==> config.mk <==
export PLATFORM = sky130hd
export DESIGN_NAME = clock_rate_controller
export DESIGN_NICKNAME = d
export VERILOG_FILES = /design/src/rtl/clock_rate_pkg.sv /design/src/rtl/rate_counter.sv /design/src/rtl/clock_rate_controller.sv
export SDC_FILE = /design/constraint.sdc
export NUM_CORES = 1
export LEC_CHECK = 0
export ABC_AREA = 1
export CAP_MARGIN = 20
export CORE_MARGIN = 8
export CORE_UTILIZATION = 30
export CTS_CLUSTER_SIZE = 14
export DETAILED_ROUTE_END_ITERATION = 16
export GPL_TIMING_DRIVEN = 1
export SETUP_SLACK_MARGIN = 0.3
export SKIP_LAST_GASP = 1
export SLEW_MARGIN = 20
export SYNTH_ARGS = -nofsm -noshare
export SYNTH_HDL_FRONTEND = slang
export SYNTH_SLANG_ARGS = --single-unit
==> constraint.sdc <==
create_clock -name clock_in -period 3.3 [get_ports clock_in]
set_input_delay 0.33 -clock clock_in [delete_from_list [all_inputs] [get_ports clock_in]]
set_output_delay 0.33 -clock clock_in [all_outputs]
set_load 0.01 [all_outputs]
==> src/rtl/clock_rate_pkg.sv <==
// Shared types and defaults for the clock-rate controller and its period counter.
package clock_rate_pkg;

  typedef enum logic [1:0] {
    IDLE    = 2'd0,
    RUN     = 2'd1,
    PENDING = 2'd2,
    DRAIN   = 2'd3
  } state_t;

  localparam int          CLK_DIV_WIDTH   = 28;
  localparam logic [27:0] CLK_DEFAULT_DIV = 28'd8;
  localparam logic [27:0] CLK_MIN_DIV     = 28'd2;

endpackage

==> src/rtl/rate_counter.sv <==
// Period counter for the divided clock: counts 0..div-1, flags the wrap cycle and
// registers clock_out (high for the first floor(div/2) counts) and the start-of-period tick.
module rate_counter #(
  parameter int WIDTH = 28
) (
  input  logic             clk,
  input  logic             rst_n,
  input  logic             count_en,
  input  logic [WIDTH-1:0] div,
  output logic [WIDTH-1:0] cnt,
  output logic             wrap,
  output logic             clock_out,
  output logic             tick
);

  assign wrap = count_en && (cnt == div - 1'b1);

  always_ff @(posedge clk or negedge rst_n) begin
    if (!rst_n) begin
      cnt       <= '0;
      clock_out <= 1'b0;
      tick      <= 1'b0;
    end else if (count_en) begin
      cnt       <= wrap ? '0 : cnt + 1'b1;
      clock_out <= (cnt < (div >> 1));
      tick      <= (cnt == '0);
    end else begin
      cnt       <= '0;
      clock_out <= 1'b0;
      tick      <= 1'b0;
    end
  end

endmodule

==> src/rtl/clock_rate_controller.sv <==
// Run-time divide-ratio controller: divisor handshake, glitch-free ratio changes and stops.
// Optional period counter enabled by CLOCK_RATE_CTRL_PERIOD_COUNT_EN.
module clock_rate_controller
  import clock_rate_pkg::*;
#(
  parameter int               WIDTH       = CLK_DIV_WIDTH,
  parameter logic [WIDTH-1:0] DEFAULT_DIV = WIDTH'(CLK_DEFAULT_DIV),
  parameter logic [WIDTH-1:0] MIN_DIV     = WIDTH'(CLK_MIN_DIV)
) (
  input  logic             clock_in,
  input  logic             reset_n,
  input  logic             enable,
  input  logic             cfg_valid,
  input  logic [WIDTH-1:0] cfg_divisor,
  output logic             cfg_ready,
  output logic             cfg_error,
  output logic             clock_out,
  output logic             tick,
  output logic [WIDTH-1:0] active_div,
`ifdef CLOCK_RATE_CTRL_PERIOD_COUNT_EN
  input  logic             period_clear,
  output logic [31:0]      period_count,
`endif
  output logic             running
);

  state_t           state, state_next;
  logic [WIDTH-1:0] pending_div;
  logic             pending_valid;
  logic             xfer, reject, accept, wrap;
  logic [WIDTH-1:0] cnt;

  assign running = (state != IDLE);

  rate_counter #(.WIDTH(WIDTH)) u_rate_counter (
    .clk       (clock_in),
    .rst_n     (reset_n),
    .count_en  (running),
    .div       (active_div),
    .cnt       (cnt),
    .wrap      (wrap),
    .clock_out (clock_out),
    .tick      (tick)
  );

  always_comb begin
    state_next = state;
    cfg_ready  = (state == IDLE) || (state == RUN);
    xfer       = cfg_valid && cfg_ready;
    reject     = xfer && (cfg_divisor < MIN_DIV);
    accept     = xfer && !reject;
    unique case (state)
      IDLE:    if (enable) state_next = RUN;
      RUN: begin
        if (accept)       state_next = enable ? PENDING : DRAIN;
        else if (!enable) state_next = DRAIN;
      end
      // A wrap always lands the pending ratio, even when enable drops that same cycle.
      PENDING: begin
        if (wrap)         state_next = enable ? RUN : DRAIN;
        else if (!enable) state_next = DRAIN;
      end
      DRAIN:   if (wrap) state_next = IDLE;
      default: state_next = IDLE;
    endcase
  end

  always_ff @(posedge clock_in or negedge reset_n) begin
    if (!reset_n) begin
      state         <= IDLE;
      active_div    <= DEFAULT_DIV;
      pending_div   <= '0;
      pending_valid <= 1'b0;
      cfg_error     <= 1'b0;
    end else begin
      state     <= state_next;
      cfg_error <= reject;
      if (state == IDLE && accept) begin
        active_div <= cfg_divisor;
      end else if (wrap && pending_valid && (state == PENDING || state == DRAIN)) begin
        active_div    <= pending_div;
        pending_valid <= 1'b0;
      end
      if (state == RUN && accept) begin
        pending_div   <= cfg_divisor;
        pending_valid <= 1'b1;
      end
    end
  end

`ifdef CLOCK_RATE_CTRL_PERIOD_COUNT_EN
  always_ff @(posedge clock_in or negedge reset_n) begin
    if (!reset_n)          period_count <= '0;
    else if (period_clear) period_count <= '0;
    else if (tick)         period_count <= period_count + 32'd1;
  end
`endif

endmodule

==> results.toml <==
[run_status]
status = "completed"

[sta]
skew_ns = 0.00821
rsz0062_at_grt = "false"
timing.fmax_mhz = 358
finalCritPeriodShare_pct = 84.6
maxSlewHeadroom_pct = 59.6
finalHoldViolations = 0
fin_tns_setup_ns = 0
worst_pin_slew_ns = 0.606
finalSetupViolCount = 0
timing.hold.ws_ns = 0.533
maxSlewViolCount = 0
period_needed_ns = 2.79

[power]
peakVddDrop_mv = 0.233
powerDensity_nw_per_um2 = 293
p_leak_nw = 3.58

[drt]
drc = 0
via_per_inst = 4.78
ant_nets = 0
drt-total-wl_um = 18400
vias = 6079
wire_per_inst_um = 14.5
drt_first_iter_violations = 448
drtPass1Iterations = 7

[floorplan]
fp.dieW_um = 163
dieArea_um2 = 26500
coreArea_um2 = 21100
fp.dieH_um = 163
row_count = 53
initial_core_util_pct = 30.6
pin_count = 65

[clock_tree]
h-tree-depth = 3
cts_sinks = 90
clock_latency_ns = 0.36
clockBufferDepth = 2
cts-root-buf = "clkbuf_16"
cts.reportedPaths.clkPinSlew_ns = 0.07
cts_tree = "yes"
cts_buffers = 9

[finish]
final_common_cell = "nand2_1"
final_cell_area_um2 = 7700
n_antenna_cell = 0
drive_above_1_share_pct = 6.42
final_cell_mix = "nand2_1, inv_1, nor2_1, dfrtp_1, o21ai_0"
nets = 1053
final_util_pct = 36.5
syn2layout_area_growth_pct = 19.3

[worst_setup_path]
critPathKind = "reg2reg"
critPathMaxFanout = 21
crit_required_ns = 3.53
end_kind = "flop"
critPathArrivalTime_ns = 3.03
critPathLaunchType = "flop"

[yosys]
syn_area_per_cell_um2 = 6.90
yosysWarnings = 0
ys_types = 39
synthCells = 935
ys_seq_area_share_pct = 34.9
syn_nets = 996
synth.cell_area_um2 = 6450
ys_ff_latch = 90

[placement]
gp_routability_congestion = 0.880
dp_hpwl_um = 14300
io_buffers = 64
place_area_um2 = 7320

[global_route]
grt_max_degree = 57
grt_pass1_wl_um = 30000
grt_overflow_total = 0
antenna_found_initial = 0
grt_pass1_vias = 5710
grt_use_total_pct = 14.2

[run]
maxCapViolCount = 0

[worst_hold_path]
hp-class = "reg2reg"
[per-stage QoR]
stage	total power (W)	worst slack, ns	instances
2_1_floorplan	0.00113	0.922	935
3_3_place_gp	0.00120	0.429	1251
3_5_place_dp	0.00120	0.326	1251
4_1_cts	0.00228	0.306	1268
5_1_grt	0.00234	0.295	1272
6_report	0.00225	0.508	1272
[flip-flops by register name, indices dropped and copies added (netlist names)]
signal                    cells
pending_div                  28
cfg_error                     1
u_rate_counter.cnt           28
active_div                   28
u_rate_counter.clock_out      1
u_rate_counter.tick           1
pending_valid                 1
state                         2
[what timing repair did]
| item | in CTS | in global routing |
|---|---|---|
| buffers inserted | 0 | 4 |
| endpoints found under the hold margin | 15 | 0 |
| setup endpoints to repair | 0 | 56 |
| gates resized for setup | 0 | 6 |
| hold buffers | 1 | 0 |
[critical path: stages (launching register included)]
cell and delay (ns):
dfrtp_1 0.41, inv_1 0.14, ha_1 0.28, nand2_2 0.12
nor2_4 0.19, buf_4 0.18, nand3_1 0.07, nand2_1 0.09
nand2_1 0.08, a21oi_1 0.18, nand3_1 0.11, nor2_2 0.18
nand2_1 0.19, nand2_1 0.15, buf_6 0.22, nor3_1 0.09
[per-layer routing]
metal | vias up | global-route usage, % | wire length (µm)
li1 | 3122 | - | -
met3 | 10 | 2.91 | 697
met1 | 2824 | 19.6 | 9150
met5 | - | 0 | 0
met2 | 123 | 22.6 | 8470
met4 | 0 | 2.50 | 127
[Yosys cell counts, drive strengths merged]
library cell  number  area (µm²)
nand2            283        1080
nor2             119         487
inv              107         402
dfrtp             89        2230
nand3             74         425
o21ai             66         330
ha                29         363
xor2              28         245
nand4             23         159
clkbuf            20        75.1
nor3              18        90.1
a21oi             16        80.1
nor4              14        87.6
buf               11        93.8
xnor2              8        70.1
nand3b             6        45.0
nor3b              4        30.0
or2                4        25.0
o211ai             3        22.5
o221ai             3        26.3
a211oi             2        15.0
a21o               1        7.51
a31oi              1        6.26
and3               1        6.26
clkinv             1        3.75
dfstp              1        26.3
o21a               1        7.51
o22ai              1        6.26
or3                1        6.26
[logic make-up (layout without fill, tap and decap cells)]
family	Yosys count	count (layout)	synth area share [%]
AOI/OAI and AO/OA	94	94	7.78
xor gates and xnor gates	36	36	4.89
adders and majority gates	29	29	5.62
buffers and inverters	139	201	8.90
DFF	90	90	34.9
and+or+nand+nor	547	547	37.9
[power by group]
part / leakage (nW) / switching (W) / internal (W)
logic: 2.50 / 0.0000382 / 0.0000358
clock network: 0.147 / 0.000464 / 0.000613
registers: 0.931 / 0 / 0.00110
total: 3.58 / 0.000502 / 0.00175
[path summary, 6_finish.rpt]
kind                                          end       startpoint  cells after the start  slack [ns]
max                        u_rate_counter.cnt[19]    active_div[0]                     15        0.51
min                               pending_div[26]  pending_div[26]                      2        0.53
max reg2reg                u_rate_counter.cnt[19]    active_div[0]                     15        0.51
min reg2reg                       pending_div[26]  pending_div[26]                      2        0.53
max in group asynchronous           active_div[3]          reset_n                      3        1.96
min in group asynchronous   u_rate_counter.cnt[3]          reset_n                      2        0.54
[final cells by class]
cell class	count	area, µm²
fill	2291	13400
clock inverter	5	60.1
timing repair buffer	77	746
inverter	108	405
multi-input combinational	706	3650
clock buffer	11	243
tap	275	344
sequential	90	2250
Power figures use the tool's default switching activity.
